**src/rtl/marin_bus_pkg.sv**
```systemverilog
// Shared Wishbone widths and the two-master arbiter state encoding for the Marin SoC bus.
// Constants only, so there is no latency and no backpressure.
package marin_bus_pkg;

    localparam int WB_ADR_W = 32;
    localparam int WB_DAT_W = 16;
    localparam int WB_SEL_W = 2;

    typedef enum logic [1:0] {
        ST_IDLE  = 2'd0,
        ST_OWN0  = 2'd1,
        ST_OWN1  = 2'd2,
        ST_ABORT = 2'd3
    } arb_state_t;

    // Width of a counter that must be able to reach 'limit'; never narrower than one bit.
    function automatic int cnt_width(input int limit);
        return (limit < 1) ? 1 : $clog2(limit + 1);
    endfunction

endpackage

```
**src/rtl/wb_ack_timer.sv**
```systemverilog
// Ack-wait counter: it counts cycles of an unacked strobe and flags when the count equals TIMEOUT.
// hit is combinational from the registered count. It does not stall anything; TIMEOUT=0 disables hit.
module wb_ack_timer
    import marin_bus_pkg::*;
#(
    parameter int TIMEOUT = 255
) (
    input  logic clk_i,
    input  logic rst_ni,
    input  logic run,
    input  logic clear,
    output logic hit
);

    localparam int CW = cnt_width(TIMEOUT);
    localparam logic [CW-1:0] CNT_MAX = '1;
    localparam logic [CW-1:0] LIMIT   = CW'(TIMEOUT);
    localparam bit ENABLED = (TIMEOUT != 0);

    logic [CW-1:0] cnt;

    // Saturate rather than wrap, so a missed hit can never alias back to a low count.
    always_ff @(posedge clk_i or negedge rst_ni) begin
        if (!rst_ni) begin
            cnt <= '0;
        end else if (clear) begin
            cnt <= '0;
        end else if (run && (cnt != CNT_MAX)) begin
            cnt <= cnt + 1'b1;
        end
    end

    assign hit = ENABLED && run && (cnt == LIMIT);

endmodule

```
**src/rtl/wb_arbiter2.sv**
```systemverilog
// Round-robin two-master Wishbone arbiter. Ownership lasts for the whole cyc, and a stalled ack is aborted with err.
// Grant takes one registered cycle from IDLE; within ownership the bus and ack paths are combinational; the non-owner waits.
module wb_arbiter2
    import marin_bus_pkg::*;
#(
    parameter int TIMEOUT = 255
) (
    input  logic                clk_i,
    input  logic                rst_ni,

    input  logic [WB_ADR_W-1:0] m0_adr_i,
    input  logic [WB_DAT_W-1:0] m0_dat_i,
    input  logic [WB_SEL_W-1:0] m0_sel_i,
    input  logic                m0_we_i,
    input  logic                m0_cyc_i,
    input  logic                m0_stb_i,
    output logic [WB_DAT_W-1:0] m0_dat_o,
    output logic                m0_ack_o,
    output logic                m0_err_o,

    input  logic [WB_ADR_W-1:0] m1_adr_i,
    input  logic [WB_DAT_W-1:0] m1_dat_i,
    input  logic [WB_SEL_W-1:0] m1_sel_i,
    input  logic                m1_we_i,
    input  logic                m1_cyc_i,
    input  logic                m1_stb_i,
    output logic [WB_DAT_W-1:0] m1_dat_o,
    output logic                m1_ack_o,
    output logic                m1_err_o,

    output logic [WB_ADR_W-1:0] s_adr_o,
    output logic [WB_DAT_W-1:0] s_dat_o,
    output logic [WB_SEL_W-1:0] s_sel_o,
    output logic                s_we_o,
    output logic                s_cyc_o,
    output logic                s_stb_o,
    input  logic [WB_DAT_W-1:0] s_dat_i,
    input  logic                s_ack_i,

    output logic [1:0]          grant_o,
    output logic                timeout_o
);

    arb_state_t state, state_nxt;
    logic       last, last_nxt;
    logic       own_stb;
    logic       tmr_run, tmr_clear, tmr_hit;

    assign m0_dat_o = s_dat_i;
    assign m1_dat_o = s_dat_i;

    always_ff @(posedge clk_i or negedge rst_ni) begin
        if (!rst_ni) begin
            state <= ST_IDLE;
            last  <= 1'b1;
        end else begin
            state <= state_nxt;
            last  <= last_nxt;
        end
    end

    always_comb begin
        state_nxt = state;
        s_adr_o   = '0;
        s_dat_o   = '0;
        s_sel_o   = '0;
        s_we_o    = 1'b0;
        s_cyc_o   = 1'b0;
        s_stb_o   = 1'b0;
        m0_ack_o  = 1'b0;
        m1_ack_o  = 1'b0;
        m0_err_o  = 1'b0;
        m1_err_o  = 1'b0;
        grant_o   = 2'b00;
        timeout_o = 1'b0;

        case (state)
            ST_IDLE: begin
                if (m0_cyc_i && m1_cyc_i) begin
                    state_nxt = last ? ST_OWN0 : ST_OWN1;
                end else if (m0_cyc_i) begin
                    state_nxt = ST_OWN0;
                end else if (m1_cyc_i) begin
                    state_nxt = ST_OWN1;
                end
            end

            ST_OWN0: begin
                grant_o  = 2'b01;
                s_adr_o  = m0_adr_i;
                s_dat_o  = m0_dat_i;
                s_sel_o  = m0_sel_i;
                s_we_o   = m0_we_i;
                s_cyc_o  = m0_cyc_i;
                s_stb_o  = m0_stb_i;
                m0_ack_o = s_ack_i;
                if (tmr_hit) begin
                    m0_err_o  = 1'b1;
                    timeout_o = 1'b1;
                    state_nxt = ST_ABORT;
                end else if (!m0_cyc_i) begin
                    state_nxt = m1_cyc_i ? ST_OWN1 : ST_IDLE;
                end
            end

            ST_OWN1: begin
                grant_o  = 2'b10;
                s_adr_o  = m1_adr_i;
                s_dat_o  = m1_dat_i;
                s_sel_o  = m1_sel_i;
                s_we_o   = m1_we_i;
                s_cyc_o  = m1_cyc_i;
                s_stb_o  = m1_stb_i;
                m1_ack_o = s_ack_i;
                if (tmr_hit) begin
                    m1_err_o  = 1'b1;
                    timeout_o = 1'b1;
                    state_nxt = ST_ABORT;
                end else if (!m1_cyc_i) begin
                    state_nxt = m0_cyc_i ? ST_OWN0 : ST_IDLE;
                end
            end

            // The bus stays dark and late acks are dropped until the aborted owner ends its cycle.
            ST_ABORT: begin
                grant_o = last ? 2'b10 : 2'b01;
                if (!(last ? m1_cyc_i : m0_cyc_i)) begin
                    state_nxt = ST_IDLE;
                end
            end

            default: state_nxt = ST_IDLE;
        endcase
    end

    always_comb begin
        last_nxt = last;
        if (state_nxt == ST_OWN0) begin
            last_nxt = 1'b0;
        end else if (state_nxt == ST_OWN1) begin
            last_nxt = 1'b1;
        end
    end

    always_comb begin
        own_stb = 1'b0;
        tmr_run = 1'b0;
        if (state == ST_OWN0) begin
            own_stb = m0_stb_i;
            tmr_run = m0_cyc_i && m0_stb_i && !s_ack_i;
        end else if (state == ST_OWN1) begin
            own_stb = m1_stb_i;
            tmr_run = m1_cyc_i && m1_stb_i && !s_ack_i;
        end
    end

    assign tmr_clear = s_ack_i || !own_stb || (state_nxt != state);

    wb_ack_timer #(
        .TIMEOUT (TIMEOUT)
    ) u_ack_timer (
        .clk_i  (clk_i),
        .rst_ni (rst_ni),
        .run    (tmr_run),
        .clear  (tmr_clear),
        .hit    (tmr_hit)
    );

endmodule

```
**config.mk**
```make
export PLATFORM = sky130hd
export DESIGN_NAME = wb_arbiter2
export DESIGN_NICKNAME = d
export VERILOG_FILES = /design/src/rtl/marin_bus_pkg.sv /design/src/rtl/wb_ack_timer.sv /design/src/rtl/wb_arbiter2.sv
export SDC_FILE = /design/constraint.sdc
export NUM_CORES = 1
export LEC_CHECK = 0
export BUFFER_PORTS_ARGS = -buffer_cell sky130_fd_sc_hd__buf_2
export CAP_MARGIN = 10
export CORE_AREA = 2 2 85 87
export DETAILED_ROUTE_END_ITERATION = 8
export DIE_AREA = 0 0 87 89
export GPL_TIMING_DRIVEN = 0
export HOLD_SLACK_MARGIN = 0.15
export PLACE_DENSITY = 0.76
export SYNTH_ARGS = -nofsm -noshare
export SYNTH_HDL_FRONTEND = slang
export SYNTH_SLANG_ARGS = --single-unit
```
**constraint.sdc**
```tcl
create_clock -name clk_i -period 2.2 [get_ports clk_i]
set_input_delay 0.11 -clock clk_i [delete_from_list [all_inputs] [get_ports clk_i]]
set_output_delay 0.11 -clock clk_i [all_outputs]
set_load 0.02 [all_outputs]
```
# == Word level (Yosys, flattened, before mapping) ==
# Cells that the tools add are included.
# totals
reg_bits,11
in_bits,125
elab_cells,62
# classes
add_sub_neg,1
eq_ne,8
n_mux,35
reduce_logical,15
# op_table
cell,n
32-bit case mux with 2 select lines,1
16-bit case mux with 2 select lines,1
2-bit 2-to-1 mux,11
8-bit 2-to-1 mux,2
1-bit 2-to-1 mux,14
8-bit by 1-bit adder with 8-bit output (second input constant),1
8-bit == test (second input constant),1
8-bit != test (second input constant),1
2-bit case mux with 4 select lines,1
1-bit logical AND,7
2-bit == test (second input constant),3
1-bit case mux with 2 select lines,3
2-bit case mux with 3 select lines,1
2-bit by 1-bit == test with 1-bit output (second input constant),2
2-bit case mux with 2 select lines,1
2-bit nonzero test,2
1-bit zero test,2
2-bit zero test,1
1-bit logical OR,2
2-bit != test,1
2-bit OR reduction,1

# == Logic depth before layout (Yosys ltp) ==
# Gate-level depths: netlist (run 1).
# logic_depth
word_depth,10
mapped_depth,8
ltp_nobuf,8

# == Cells and area by module ==
# A second synthesis (run 1) with hierarchy kept.
# hier_totals
cells_unflattened,268
hier_area_um2,2031.9
# modules_own_cells
mod,instances,cells_each,area_each_um2
wb_arbiter2,1,218,1522.7
wb_ack_timer,1,50,509.2

# == Least setup slack after synthesis (run 1) ==
# No wires, ideal clock.
# synth_timing
kind,register to register
startpoint,reg state[1]
endpoint,reg last
setup_ns,0.075
t_arrival_ns,2.210
t_required_ns,2.125
path_slack_ns,-0.085
path_stages_with_launch,9
path_buffers,0
period_less_slack_ns,2.285
path_cell_list,dfrtp_1 inv_1 ha_1 nand4b_2 a2111oi_4 a31oi_2 o22a_1 ha_1 mux2i_1
# synth_via
elab_chain_len,8
# synth_lines
element,line,source
start: declaration,wb_arbiter2.sv:44,"arb_state_t state, state_nxt;"
start signal: assignment,wb_arbiter2.sv:57,state <= state_nxt;
2-bit == test,"wb_arbiter2.sv:77, wb_arbiter2.sv:151",
1-bit 2-to-1 mux,wb_arbiter2.sv:151,end else if (state == ST_OWN1) begin
1-bit 2-to-1 mux,wb_arbiter2.sv:148,if (state == ST_OWN0) begin
1-bit logical AND,wb_ack_timer.sv:33,assign hit = ENABLED && run && (cnt == LIMIT);
"2-bit 2-to-1 mux, on equally long branches","wb_arbiter2.sv:115, wb_arbiter2.sv:97",
2-bit case mux with 4 select lines (*),wb_arbiter2.sv:77,case (state)
2-bit by 1-bit == test with 1-bit output or 2-bit == test (tied branches),"wb_arbiter2.sv:138, wb_arbiter2.sv:140",
1-bit 2-to-1 mux or 2-bit nonzero test (tied branches),-,
end signal: assignment,wb_arbiter2.sv:58,last <= last_nxt;
end: declaration,wb_arbiter2.sv:45,"logic last, last_nxt;"
# Every way passes the cells marked *; elsewhere a longest branch is shown, timed or not.
# A chain may end at the register's enable or synchronous reset.

# == Final worst setup path (run 1) ==
# layout_timing
startpoint,reg state[0]
endpoint,reg u_ack_timer.cnt[0]
# layout_via
elab_chain_len,9
# layout_lines
element,line,source
2-bit == test,"wb_arbiter2.sv:77, wb_arbiter2.sv:151",
1-bit 2-to-1 mux,wb_arbiter2.sv:151,
1-bit 2-to-1 mux,wb_arbiter2.sv:148,
1-bit logical AND,wb_ack_timer.sv:33,
"2-bit 2-to-1 mux, on equally long branches","wb_arbiter2.sv:115, wb_arbiter2.sv:97",
2-bit case mux with 4 select lines,wb_arbiter2.sv:77,
2-bit != test,wb_arbiter2.sv:157,assign tmr_clear = s_ack_i || !own_stb || (state_nxt != state);
1-bit logical OR,wb_arbiter2.sv:157,
8-bit 2-to-1 mux or 2-bit nonzero test (tied branches),-,
end signal: assignment,wb_ack_timer.sv:29,cnt <= cnt + 1'b1;
end: declaration,wb_ack_timer.sv:20,logic [CW-1:0] cnt;
# Several ways; a longest one is shown, not always the timed one.

==> flow_summary.yaml, run 1 <==
critical_path:
  path_cells: "ha_4, nand4b_4, a2111oi_4, buf_4, a31oi_4, buf_4, mux2i_4, buf_12, nor3_2"
  timing.rr.end: "u_ack_timer.cnt[0]$_DFFE_PN0P_"
  critical_path.top_delay_family: "buffers and inverters"
  critPathBufInv: 3
  regToRegSetupSlack_ns: 0.04
  reg2reg_depth: 9
  cp_max_fo: 8
  cp_num_cells: 9
  cp_slowest_cell: "dfrtp_2"
  start_kind: "flip-flop"
  path_common_cell: "buf_4"
  crit_end: "u_ack_timer.cnt[0]$_DFFE_PN0P_"
  r2r-start: "state[0]$_DFF_PN0_"
  crit_required_ns: 2.36
  cpPeakStageDelay_ns: 0.46
  cp-end-kind: "flip-flop"
  crit_path_start: "state[0]$_DFF_PN0_"
  criticalPathCategory: "flip-flop to flip-flop"
  arrival_ns: 2.32
place:
  port_buffers: 198
  place_area_um2: 3103
  hpwl_mm: 6.913
  globalplace.congestion: 0.9300
cts:
  clkSinkCount: 11
  clkSlewWorstSetupHoldPaths_ns: 0.05
  clock_latency_ns: 0.25
  htree_levels: 1
  clockRootBuffer: "clkbuf_8"
  cts_buffers: 3
  cts_tree: "yes"
  clockBufferDepth: 2
synth:
  netlist_top_cells_count: "nor2b_1, a22oi_1, buf_4, clkbuf_1, nand2_1"
  synthesis.instances: 265
  synth_ff_type: "dfrtp_1"
  synth_area_um2: 1998
  synth_top_area_share_pct: 19.91
  synthTopCellsByArea: "a22oi_1, nor2b_1, dfrtp_1, buf_4, ha_1"
  synthArstFlopShare_pct: 100.0
  synth.most_common_cell: "nor2b_1"
  synth-seq-cells: 11
  synth_nets: 396
  post-synth-top-area-cell: "a22oi_1"
  synth_cell_types: 41
  synth-edff-count: 0
  ys_seq_area_share_pct: 13.84
  syn_avg_cell_area_um2: 7.540
  yosysWarnings: 0
worst_hold_path:
  min_path_type: "input pin to async pin"
floorplanning:
  die_w_um: 87
  core_um2: 6719
  die-area_um2: 7743
  pin_count: 217
  placementRows: 30
  start_util_pct: 29.74
  die_y_um: 89
finish:
  fill_cells: 646
  drive_gt1_share_pct: 59.88
  post-route-util_pct: 50.63
  fin_area_um2: 3402
  seq_area_um2: 279.0
  multi_input_area_um2: 1498
  antenna_cells: 0
  syn_to_final_growth_pct: 70.26
  nNetsFinal: 613
route:
  wl_per_cell_um: 15.62
  first_pass_iters: 4
  antenna_left: 0
  drc: 0
  viasPerCell: 5.029
  routed_wl_mm: 8.761
  drt_iter0_drc: 112
  vias: 2821
global_route:
  grt_pass1_wl_mm: 12.35
  antenna_found_initial: 0
  grt_max_degree: 12
  grt-ovfl-total: 0
  grt_usage_pct: 19.97
  grt_pass1_vias: 2546
power_and_ir_drop:
  p_per_area_nw_per_um2: 973.4
  power_leakage_nw: 1.754
  ir_drop_mv: 0.5187
sta:
  holdWs_ns: 0.2632
  slew_violations: 0
  setup_viol: 0
  relSlewSlack_pct: 72.75
  period_share_pct: 98.21
  hold_violations: 0
  fmax_mhz: 462.8
  post-route-min-period_ns: 2.161
  rsz0062_at_grt: "true"
  tightest_slew_ns: 0.4045
  fin_worst_skew_ns: 0.005116
status:
  status: "finished clean"
job:
  maxCapViolations: 0
[what timing repair did]
item	in CTS	in global routing
endpoints found under the hold margin	11	0
hold buffers	1	0
pin swaps	5	4
buffers inserted	10	3
endpoints found under the setup margin	66	14
gates resized for setup	25	24
[metal layers]
| metal | vias to the layer above | share of wire (%) | track usage, % |
|---|---|---|---|
| li1 | 1361 | - | - |
| met1 | 1303 | 38 | 23.87 |
| met2 | 133 | 52 | 36.99 |
| met3 | 24 | 7.1 | 2.585 |
| met4 | 0 | 2.7 | 6.250 |
| met5 | - | 0 | 0 |
[report_power, final]
| group | total (mW) | switching (mW) | internal, mW |
|---|---|---|---|
| sequential | 0.280 | 0.0417 | 0.238 |
| combinational | 2.83 | 1.65 | 1.17 |
| clock | 0.205 | 0.0779 | 0.127 |
| total | 3.31 | 1.77 | 1.54 |
[area by class of cell]
cell class | instances | area share [%]
repair buffers | 212 | 32.77
flip-flops and latches | 11 | 8.202
plain buffers | 52 | 10.04
clock buffers | 4 | 1.324
inverters | 5 | 0.6988
multi-input cells | 197 | 44.02
well taps | 80 | 2.942
[per-stage QoR]
stage / setup TNS, ns / setup WS [ns] / total power, mW / instances
detailed placement: -13.29 / -0.3528 / 2.843 / 543
global placement: -11.52 / -0.3105 / 2.823 / 543
CTS: 0 / 0.02554 / 3.207 / 558
floorplan: 0 / 0.01567 / 2.057 / 265
global route: -0.1924 / -0.06974 / 3.572 / 561
finish: 0 / 0.03945 / 3.311 / 561
[flip-flops by register name, indices dropped and copies added, names as in the netlist]
register,count
state,2
last,1
u_ack_timer.cnt,8
[cells by family after synthesis]
family / synth area share (%)
XOR/XNOR: 2.630
multiplexers: 2.630
buffers and inverters: 16.97
AND/OR/NAND/NOR: 31.37
AO/OA/AOI/OAI: 28.80
adder cells (fa/ha/maj): 3.757
flip-flops: 13.84
[worst reg2reg max path: stages, from the launching register on]
cell,delay (ns)
dfrtp_2,0.46
ha_4,0.22
nand4b_4,0.19
a2111oi_4,0.29
buf_4,0.19
a31oi_4,0.04
buf_4,0.16
mux2i_4,0.19
buf_12,0.16
nor3_2,0.18
[placed cells by master (no fill, tap or decap), types with 4 or more instances in the layout]
cell,n
a22oi_1,53
and2_1,8
buf_2,204
buf_4,44
clkbuf_1,4
clkbuf_2,9
dfrtp_1,8
ha_1,4
nand2_1,13
nor2b_1,55
nor3_2,8
nor4_1,4
o21ai_0,4
[worst min-delay path by stage]
stage,end,depth (start not counted),slack [ns],start
after floorplan,state[0]$_DFF_PN0_,0,-0.19,rst_ni
after global placement,u_ack_timer.cnt[7]$_DFFE_PN0P_,1,-0.01,rst_ni
after detailed placement,u_ack_timer.cnt[7]$_DFFE_PN0P_,1,-0.007,rst_ni
after CTS,u_ack_timer.cnt[7]$_DFFE_PN0P_,2,0.26,rst_ni
after global routing,u_ack_timer.cnt[2]$_DFFE_PN0P_,2,0.30,rst_ni
final,u_ack_timer.cnt[7]$_DFFE_PN0P_,2,0.26,rst_ni
No activity file was read; power rests on OpenSTA's default activity.
==> inputs of run 2 (changes only) <==
--- a/config.mk
+++ b/config.mk
@@ -13,6 +13,7 @@
 export GPL_TIMING_DRIVEN = 0
 export HOLD_SLACK_MARGIN = 0.15
 export PLACE_DENSITY = 0.76
+export SETUP_SLACK_MARGIN = 0.05
 export SYNTH_ARGS = -nofsm -noshare
 export SYNTH_HDL_FRONTEND = slang
 export SYNTH_SLANG_ARGS = --single-unit
==> run 2 against run 1 <==
- wire length down 1.1%
- critical endpoint is now last$_DFFE_PN1P_
- total power rose by 0.77%
- setup slack got worse by 0.018 ns
- via count is 0.99% lower
- non-clock buffer count is 3 lower
- cell count down 0.53%
==> flow_summary.yaml, run 2 (same netlist as run 1, synthesis figures left out) <==
status:
  status: "finished clean"
global_route:
  antenna_found_initial: 0
  grt_max_degree: 12
  grt_pass1_wl_mm: 12.12
  grt_pass1_vias: 2560
  grt-ovfl-total: 0
  grt_usage_pct: 19.81
critical_path:
  cp-end-kind: "flip-flop"
  arrival_ns: 2.35
  criticalPathCategory: "flip-flop to flip-flop"
  start_kind: "flip-flop"
  crit_required_ns: 2.38
  cp_max_fo: 4
floorplanning:
  core_um2: 6719
  placementRows: 30
  die_w_um: 87
  start_util_pct: 29.74
  die_y_um: 89
  die-area_um2: 7743
  pin_count: 217
cts:
  clockRootBuffer: "clkbuf_8"
  clock_latency_ns: 0.25
  htree_levels: 1
  clkSlewWorstSetupHoldPaths_ns: 0.05
  cts_buffers: 3
  clkSinkCount: 11
  cts_tree: "yes"
  clockBufferDepth: 2
finish:
  post-route-util_pct: 49.80
  nNetsFinal: 610
  largestRegisters: "u_ack_timer.cnt (8), state (2), last (1)"
  seq_area_um2: 279.0
  antenna_cells: 0
  drive_gt1_share_pct: 58.58
  regMostFlops: "u_ack_timer.cnt"
  fill_cells: 696
  multi_input_area_um2: 1475
  mostFrequentLayoutCell: "buf_2"
  syn_to_final_growth_pct: 67.44
  layout_common_cells: "buf_2, nor2b_1, a22oi_1"
  fin_cells: 558
  largest_reg_flops: 8
route:
  drc: 0
  drt_iter0_drc: 91
  wl_met3_um: 832
  met1_length_mm: 3.266
  antenna_left: 0
  first_pass_iters: 4
  vias: 2793
  wl_met2_mm: 4.445
  viasPerCell: 5.005
  routed_wl_mm: 8.665
  dr.max_layer_used: "met4"
  wl_per_cell_um: 15.53
place:
  hpwl_mm: 6.989
  globalplace.congestion: 0.9297
  port_buffers: 198
  placed_cells: 543
  post-place-ws_ns: -0.2629
sta:
  holdWs_ns: 0.2593
  hold_violations: 0
  setup_viol: 0
  slew_violations: 0
  relSlewSlack_pct: 66.78
  fin_ws_ns: 0.02166
  post-route-min-period_ns: 2.178
  rsz0062_at_grt: "true"
  tightest_slew_ns: 0.4983
  fmax_mhz: 459.1
  period_share_pct: 99.02
  fin_worst_skew_ns: 0.005341
power_and_ir_drop:
  intPower_mw: 1.540
  power.total_mw: 3.337
  p_seq_share_pct: 8.3
  combPwrFrac_pct: 85.4
  power_leakage_nw: 1.737
  clkPwrFrac_pct: 6.3
  swShare_pct: 53.86
  p_per_area_nw_per_um2: 997.3
  ir_drop_mv: 0.6894
  switchingPower_mw: 1.797
job:
  maxCapViolations: 0
worst_hold_path:
  min_path_type: "input pin to async pin"
[run 2: worst paths after layout]
kind / start / to / slack (ns) / depth (start not counted)
worst min register to register: last$_DFFE_PN1P_ / last$_DFFE_PN1P_ / 0.51 / 2
max in group asynchronous: rst_ni / last$_DFFE_PN1P_ / 1.68 / 2
worst min-delay path: rst_ni / u_ack_timer.cnt[2]$_DFFE_PN0P_ / 0.26 / 2
worst max-delay path: state[1]$_DFF_PN0_ / last$_DFFE_PN1P_ / 0.02 / 9
min in group clk_i: m1_cyc_i / state[1]$_DFF_PN0_ / 0.36 / 3
worst max register to register: state[1]$_DFF_PN0_ / last$_DFFE_PN1P_ / 0.02 / 9
[run 2: power groups by stage]
| stage | registers (mW) | logic [mW] | clock network [mW] |
|---|---|---|---|
| final | 0.276 | 2.85 | 0.211 |
| after global routing | 0.280 | 3.09 | 0.229 |
| after CTS | 0.271 | 2.76 | 0.215 |
| after detailed placement | 0.285 | 2.61 | 0 |
| after global placement | 0.282 | 2.55 | 0 |
| after floorplan | 0.272 | 1.79 | 0 |
[run 2: stage by stage]
stage / setup TNS [ns] / area (µm²)
floorplan: 0 / 2017
finish: 0 / 3346
global route: -0.1636 / 3346
detailed placement: -6.511 / 3108
global placement: -3.576 / 3108
CTS: -0.005812 / 3292
[run 2: cell type report]
class	instances	area share, %
Multi-Input combinational cell	197	44.09
Sequential cell	11	8.340
Inverter	5	0.6358
Tap cell	80	2.992
Buffer	52	10.43
Timing Repair Buffer	209	32.16
Clock buffer	4	1.346
[run 2: metal layers]
| layer | GRT usage [%] | up-vias |
|---|---|---|
| met4 | 4.688 | 0 |
| met2 | 35.95 | 143 |
| met5 | 0 | - |
| met1 | 23.30 | 1279 |
| li1 | - | 1357 |
| met3 | 5.171 | 14 |
[run 2: what timing repair did]
item                                    in CTS  in global routing
hold endpoints to repair                    11                  0
hold buffers                                 1                  0
pin swaps                                    5                  6
endpoints found under the setup margin      66                 48
resized for setup                           19                 26
buffers inserted                            10                  0
[run 2: worst max-delay path: stages (launching register included)]
cell     delay (ns)
dfrtp_2        0.43
buf_4          0.16
ha_1           0.18
and2_1         0.19
o21ai_1        0.26
a21oi_1        0.12
a21oi_1        0.19
o22a_1         0.20
ha_4           0.21
mux2i_1        0.15
